### config.mk
export PLATFORM = sky130hd
export DESIGN_NAME = regfile_wr_arbiter
export DESIGN_NICKNAME = d
export VERILOG_FILES = /design/src/rtl/regfile_wr_arbiter.sv
export SDC_FILE = /design/constraint.sdc
export NUM_CORES = 1
export LEC_CHECK = 0
export ABC_CLOCK_PERIOD_IN_PS = 5700
export CORE_MARGIN = 2
export CORE_UTILIZATION = 25
export CTS_CLUSTER_DIAMETER = 120
export DETAILED_ROUTE_END_ITERATION = 7
export HOLD_SLACK_MARGIN = 0.15
export PLACE_DENSITY_LB_ADDON = 0.05
export RECOVER_POWER = 50
export SYNTH_ARGS = -nofsm -noshare
export SYNTH_HDL_FRONTEND = slang
export SYNTH_SLANG_ARGS = --single-unit
### constraint.sdc
create_clock -name clk -period 5.7 [get_ports clk]
set_input_delay 1.14 -clock clk [delete_from_list [all_inputs] [get_ports clk]]
set_output_delay 1.14 -clock clk [all_outputs]
set_load 0.02 [all_outputs]
### src/rtl/regfile_wr_arbiter.sv
// -----------------------------------------------------------------------------
// regfile_wr_arbiter
//
// Shares the single write port of the 32 x 128-bit wide-word register file
// between two requesters: A (pipeline writeback) and B (load/memory unit).
// Arbitration is round-robin with valid/ready handshakes. A requester can hold
// the grant for a bounded burst of up to MAX_LOCK back-to-back transfers by
// raising its lock input. The register-file write signals are registered, so an
// accepted request appears on them in the following cycle, for one cycle only.
//
// Optional feature: define REGFILE_WR_ARB_INIT_EN to add a clear sweep after
// every reset. The sweep writes zero to every register before either requester
// is served. Without the macro, the arbiter is idle straight after reset and
// init_busy is tied low.
//
// Ports
//   clk, rst_n              clock, asynchronous active-low reset
//   a_valid/a_ready         requester A handshake (ready is combinational)
//   a_addr/a_data/a_byteen  requester A write address, data and byte enables
//   a_lock                  A asks to keep the grant after this transfer
//   b_*                     the same set for requester B
//   wren/wraddr/wrdata/wrbyteen  registered write port to the register file
//   owner                   00 none, 01 A holds a lock, 10 B holds a lock
//   init_busy               clear sweep in progress
// -----------------------------------------------------------------------------
module regfile_wr_arbiter #(
   parameter int DATA_W   = 128,
   parameter int ADDR_W   = 5,
   parameter int NUM_REGS = 32,
   parameter int MAX_LOCK = 4
) (
   input  logic                clk,
   input  logic                rst_n,
   input  logic                a_valid,
   output logic                a_ready,
   input  logic [ADDR_W-1:0]   a_addr,
   input  logic [DATA_W-1:0]   a_data,
   input  logic [DATA_W/8-1:0] a_byteen,
   input  logic                a_lock,
   input  logic                b_valid,
   output logic                b_ready,
   input  logic [ADDR_W-1:0]   b_addr,
   input  logic [DATA_W-1:0]   b_data,
   input  logic [DATA_W/8-1:0] b_byteen,
   input  logic                b_lock,
   output logic                wren,
   output logic [ADDR_W-1:0]   wraddr,
   output logic [DATA_W-1:0]   wrdata,
   output logic [DATA_W/8-1:0] wrbyteen,
   output logic [1:0]          owner,
   output logic                init_busy
);

   localparam int BE_W = DATA_W / 8;
   localparam int CNT_W = $clog2(MAX_LOCK + 1);
   // The lock counter reaches this value on the last grant of a burst.
   localparam logic [CNT_W-1:0] CNT_LAST = CNT_W'(MAX_LOCK - 1);
   // With MAX_LOCK of 1, a lock can never extend past the first grant.
   localparam bit LOCK_EN = (MAX_LOCK > 1);

   // Elaboration-time sanity check of the configuration.
   if ((MAX_LOCK < 1) || (NUM_REGS < 1) || (NUM_REGS > (2 ** ADDR_W)) || ((DATA_W % 8) != 0)) begin : g_bad_cfg
      $error("regfile_wr_arbiter: illegal parameter combination");
   end

   typedef enum logic [1:0] {
      ST_IDLE  = 2'b00,
      ST_OWN_A = 2'b01,
      ST_OWN_B = 2'b10,
      ST_INIT  = 2'b11
   } state_e;

`ifdef REGFILE_WR_ARB_INIT_EN
   localparam state_e RESET_STATE = ST_INIT;
   localparam logic [ADDR_W-1:0] LAST_ADDR = ADDR_W'(NUM_REGS - 1);
`else
   localparam state_e RESET_STATE = ST_IDLE;
`endif

   // The owner code exposed outside; the sweep and idle both report "none".
   function automatic logic [1:0] owner_code(input state_e st);
      logic [1:0] code;
      case (st)
         ST_OWN_A: code = 2'b01;
         ST_OWN_B: code = 2'b10;
         default:  code = 2'b00;
      endcase
      return code;
   endfunction

   state_e           state_q, state_d;
   logic [CNT_W-1:0] cnt_q, cnt_d;
   // Round-robin pointer: 1 when B won the last grant, so A wins the next tie.
   logic             ptr_b_q, ptr_b_d;
   logic             a_gnt_s, b_gnt_s;

   logic              wren_q;
   logic [ADDR_W-1:0] wraddr_q;
   logic [DATA_W-1:0] wrdata_q;
   logic [BE_W-1:0]   wrbyteen_q;
   logic [1:0]        owner_q;

`ifdef REGFILE_WR_ARB_INIT_EN
   logic [ADDR_W-1:0] init_addr_q;
   logic              init_busy_q;
`endif

   // Grant selection and next-state for the arbitration FSM.
   always_comb begin
      a_gnt_s = 1'b0;
      b_gnt_s = 1'b0;
      state_d = state_q;
      cnt_d   = cnt_q;
      ptr_b_d = ptr_b_q;
      case (state_q)
         ST_IDLE: begin
            if (a_valid && (!b_valid || ptr_b_q)) begin
               a_gnt_s = 1'b1;
               ptr_b_d = 1'b0;
               if (a_lock && LOCK_EN) begin
                  state_d = ST_OWN_A;
                  cnt_d   = CNT_W'(1);
               end else begin
                  state_d = ST_IDLE;
               end
            end else if (b_valid) begin
               b_gnt_s = 1'b1;
               ptr_b_d = 1'b1;
               if (b_lock && LOCK_EN) begin
                  state_d = ST_OWN_B;
                  cnt_d   = CNT_W'(1);
               end else begin
                  state_d = ST_IDLE;
               end
            end else begin
               state_d = ST_IDLE;
            end
         end
         ST_OWN_A: begin
            // A dropping valid ends the burst without a grant this cycle.
            if (a_valid) begin
               a_gnt_s = 1'b1;
               ptr_b_d = 1'b0;
               if (a_lock && (cnt_q < CNT_LAST)) begin
                  cnt_d = cnt_q + CNT_W'(1);
               end else begin
                  state_d = ST_IDLE;
                  cnt_d   = {CNT_W{1'b0}};
               end
            end else begin
               state_d = ST_IDLE;
               cnt_d   = {CNT_W{1'b0}};
            end
         end
         ST_OWN_B: begin
            if (b_valid) begin
               b_gnt_s = 1'b1;
               ptr_b_d = 1'b1;
               if (b_lock && (cnt_q < CNT_LAST)) begin
                  cnt_d = cnt_q + CNT_W'(1);
               end else begin
                  state_d = ST_IDLE;
                  cnt_d   = {CNT_W{1'b0}};
               end
            end else begin
               state_d = ST_IDLE;
               cnt_d   = {CNT_W{1'b0}};
            end
         end
`ifdef REGFILE_WR_ARB_INIT_EN
         ST_INIT: begin
            if (init_addr_q == LAST_ADDR) begin
               state_d = ST_IDLE;
            end else begin
               state_d = ST_INIT;
            end
         end
`endif
         default: begin
            state_d = ST_IDLE;
            cnt_d   = {CNT_W{1'b0}};
         end
      endcase
   end

   // Readies are forced low while reset is held, even though the FSM is idle.
   assign a_ready = a_gnt_s & rst_n;
   assign b_ready = b_gnt_s & rst_n;

   // FSM state, round-robin pointer, lock count and registered write port.
   always_ff @(posedge clk or negedge rst_n) begin
      if (!rst_n) begin
         state_q     <= RESET_STATE;
         cnt_q       <= {CNT_W{1'b0}};
         ptr_b_q     <= 1'b1;
         owner_q     <= 2'b00;
         wren_q      <= 1'b0;
         wraddr_q    <= {ADDR_W{1'b0}};
         wrdata_q    <= {DATA_W{1'b0}};
         wrbyteen_q  <= {BE_W{1'b0}};
`ifdef REGFILE_WR_ARB_INIT_EN
         init_addr_q <= {ADDR_W{1'b0}};
         init_busy_q <= 1'b1;
`endif
      end else begin
         state_q <= state_d;
         cnt_q   <= cnt_d;
         ptr_b_q <= ptr_b_d;
         owner_q <= owner_code(state_d);
`ifdef REGFILE_WR_ARB_INIT_EN
         init_busy_q <= (state_d == ST_INIT);
         if (state_q == ST_INIT) begin
            wren_q      <= 1'b1;
            wraddr_q    <= init_addr_q;
            wrdata_q    <= {DATA_W{1'b0}};
            wrbyteen_q  <= {BE_W{1'b1}};
            init_addr_q <= init_addr_q + ADDR_W'(1);
         end else
`endif
         // A zero byte-enable transfer is accepted but never reaches the file;
         // the address/data/byteen outputs keep their previous values.
         if (a_gnt_s && (a_byteen != {BE_W{1'b0}})) begin
            wren_q     <= 1'b1;
            wraddr_q   <= a_addr;
            wrdata_q   <= a_data;
            wrbyteen_q <= a_byteen;
         end else if (b_gnt_s && (b_byteen != {BE_W{1'b0}})) begin
            wren_q     <= 1'b1;
            wraddr_q   <= b_addr;
            wrdata_q   <= b_data;
            wrbyteen_q <= b_byteen;
         end else begin
            wren_q <= 1'b0;
         end
      end
   end

   assign wren     = wren_q;
   assign wraddr   = wraddr_q;
   assign wrdata   = wrdata_q;
   assign wrbyteen = wrbyteen_q;
   assign owner    = owner_q;
`ifdef REGFILE_WR_ARB_INIT_EN
   assign init_busy = init_busy_q;
`else
   assign init_busy = 1'b0;
`endif

endmodule

==> impl_metrics.toml <==
[timing]
finalCritPeriodShare_pct = 82.5
relSlewSlack_pct = -119
postLayoutSetupSlackWorst_ns = 0.999
worst_slew_pin_slew_ns = 3.28
drv_slew = 94
max_freq_mhz = 213
holdWs_ns = 0.541
hold_violations = 0
setup_viol_count_final = 0
tns_ns = 0
finalCriticalPeriod_ns = 4.70
rsz0062_at_grt = "false"
skew_ns = 0.0102

[synth]
ys_warn_count = 0
synth_seq_area_share_pct = 45.8
async_flop_share_pct = 100
synth_nets = 1242
ys_ff_latch = 158
synthDistinctLibCells = 46
syn_avg_cell_area_um2 = 9.26
synth_area_leaders = "dfrtp_1 (45%), nor4_1 (9.9%), a31oi_1 (8.2%)"
synthCells = 933
yosysTopAreaCell = "dfrtp_1"
ys.flop_type = "dfrtp_1"
syn-cell-area_um2 = 8640
synth_top_area_share_pct = 45.5
synth_edf_count = 0

[finish]
final_core_util_pct = 40.5
area_growth_pct = 60.6
layout.nets = 1608
final_layout_size_suffix_gt1_share_pct = 7.09

[setup_path]
worstSetupStartpointType = "primary input"
crit_fanout = 57
crit_arrival_ns = 4.99
path_class = "in2reg"
critPathRequiredTime_ns = 5.99
reg2reg_slack_ns = 2.87
endpoint_kind = "flop"

[clocking]
cts_tree = "done"
cts_buffers = 17
htreeDepth = 4
cts.repair.resized = 0
clk_latency_ns = 0.44
postCtsHoldBufs = 0
max-clock-path-buffers = 2
root_buffer = "clkbuf_16"
clk_pin_slew_ns = 0.06
clkSinkCount = 158
post_cts_buffers = 0

[power_and_ir_drop]
power.total_mw = 6.25
ir_drop_mv = 0.230
p_per_area_nw_per_um2 = 450
p_leak_nw = 4.94

[placement]
portBuffers = 457
post-place-ws_ns = 1.24
place_congestion = 0.789
hpwl_um = 27200

[routing]
viasPerCell = 5.41
drc = 0
routed_wl_um = 42300
drt_iter0_drc = 508
firstDrtPassIters = 5
via_count = 9568
wire_per_inst_um = 23.9
ant_nets = 0

[grt]
grt_pass1_vias = 9732
grt_overflow = 0
antenna_found_initial = 3
grt_max_degree = 79
grtUsageTotal_pct = 22.9
grt_pass1_wl_um = 63200

[die]
die_w_um = 190
initial_utilization_pct = 25.2
die_y_um = 190
core_um2 = 34300
rows = 68
io_pins = 459
die_area_um2 = 36100

[status]
outcome = "finished with violations"
violations = "capacitance limit, slew limit"

[job]
cap_viol_max_count = 2

[worst_hold_path]
hold_class = "reg2reg"
-- cells by family (layout without fill, tap and decap cells) --
| kind of cell | after synthesis | count (layout) | synth area share [%] |
|---|---|---|---|
| flops | 158 | 158 | 45.8 |
| fa+ha+maj | 5 | 5 | 0.724 |
| buf+inv | 137 | 515 | 8.57 |
| other cells | 1 | 4 | 0.0434 |
| simple gates | 298 | 298 | 19.9 |
| compound gates | 333 | 333 | 24.9 |
| mux | 1 | 1 | 0.116 |
-- final cells by class --
class / instances / area [um2]
Multi-Input combinational cell: 638 / 3980
Fill cell: 3456 / 20400
Tap cell: 455 / 569
Sequential cell: 158 / 3960
Clock buffer: 25 / 505
Clock inverter: 6 / 57.6
Antenna cell: 3 / 7.51
Inverter: 6 / 23.8
Timing Repair Buffer: 478 / 4780
-- cell usage in the layout, fill, tap and decap left out, drive strengths merged, types with 2 or more instances in the layout --
cell	n
and2	2
clkbuf	26
diode	3
dlygate4sd3	124
a32oi	16
nor3b	3
clkdlybuf4s50	332
nand3	136
inv	5
clkinvlp	2
nand4	2
a2bb2oi	16
a21oi	7
nand2	5
clkinv	4
and4	2
nor4	141
nor2	3
ha	5
buf	21
o21ai	152
a31oi	133
dfrtp	157
-- worst max-delay path, cell delays in order --
cell           delay, ns
dlygate4sd3_1       0.52
buf_4               0.27
clkinvlp_2          1.37
buf_4               0.84
nor4_1              0.70
a31oi_1             0.08
-- worst paths after layout --
kind | startpoint | cells past startpoint | to
max in group asynchronous | rst_n | 3 | wrdata[116]
worst max-delay path | a_valid | 6 | wrdata[80]
worst min-delay path | wrbyteen[15] | 2 | wrbyteen[15]
worst min register to register | wrbyteen[15] | 2 | wrbyteen[15]
worst max register to register | state_q[0] | 6 | wrdata[32]
min in group asynchronous | rst_n | 1 | wrdata[72]
-- layer usage --
metal / up-vias / global-route usage [%] / wire (um)
met5: - / 0 / 0
met4: 0 / 7.93 / 947
met3: 42 / 7.10 / 3670
met2: 406 / 36.4 / 20000
met1: 4718 / 29.4 / 17700
li1: 4402 / - / -
-- synthesized netlist by cell type (2+ instances only) --
cell,number
dfrtp_1,157
nor4_1,137
nand3_1,135
a31oi_1,113
o21ai_1,90
buf_2,52
o21ai_0,51
clkbuf_1,45
a31oi_2,20
a2bb2oi_1,16
a32oi_1,16
buf_6,13
buf_4,11
o21ai_2,11
clkbuf_2,9
a21oi_1,6
ha_1,5
inv_1,5
nand2_1,5
nor4_2,4
nor2_1,3
nor3b_1,3
and2_1,2
and4_1,2
-- power by group --
part / switching [mW] / internal [mW]
Clock: 0.488 / 0.655
Sequential: 0.260 / 1.63
Combinational: 1.85 / 1.37
-- state kept, by name (all words and copies together) (netlist names) --
| signal | cells |
|---|---|
| wrdata | 128 |
| wrbyteen | 16 |
| state_q | 2 |
| owner | 2 |
| cnt_q | 3 |
| ptr_b_q | 1 |
| wren | 1 |
| wraddr | 5 |
-- metrics by stage --
stage | instances | instance area, um2
final | 1769 | 13900
after floorplan | 933 | 8640
after global routing | 1769 | 13900
after global placement | 1735 | 13300
after detailed placement | 1735 | 13300
after CTS | 1766 | 13900
Note: power is estimated with default switching activity, not from simulation.
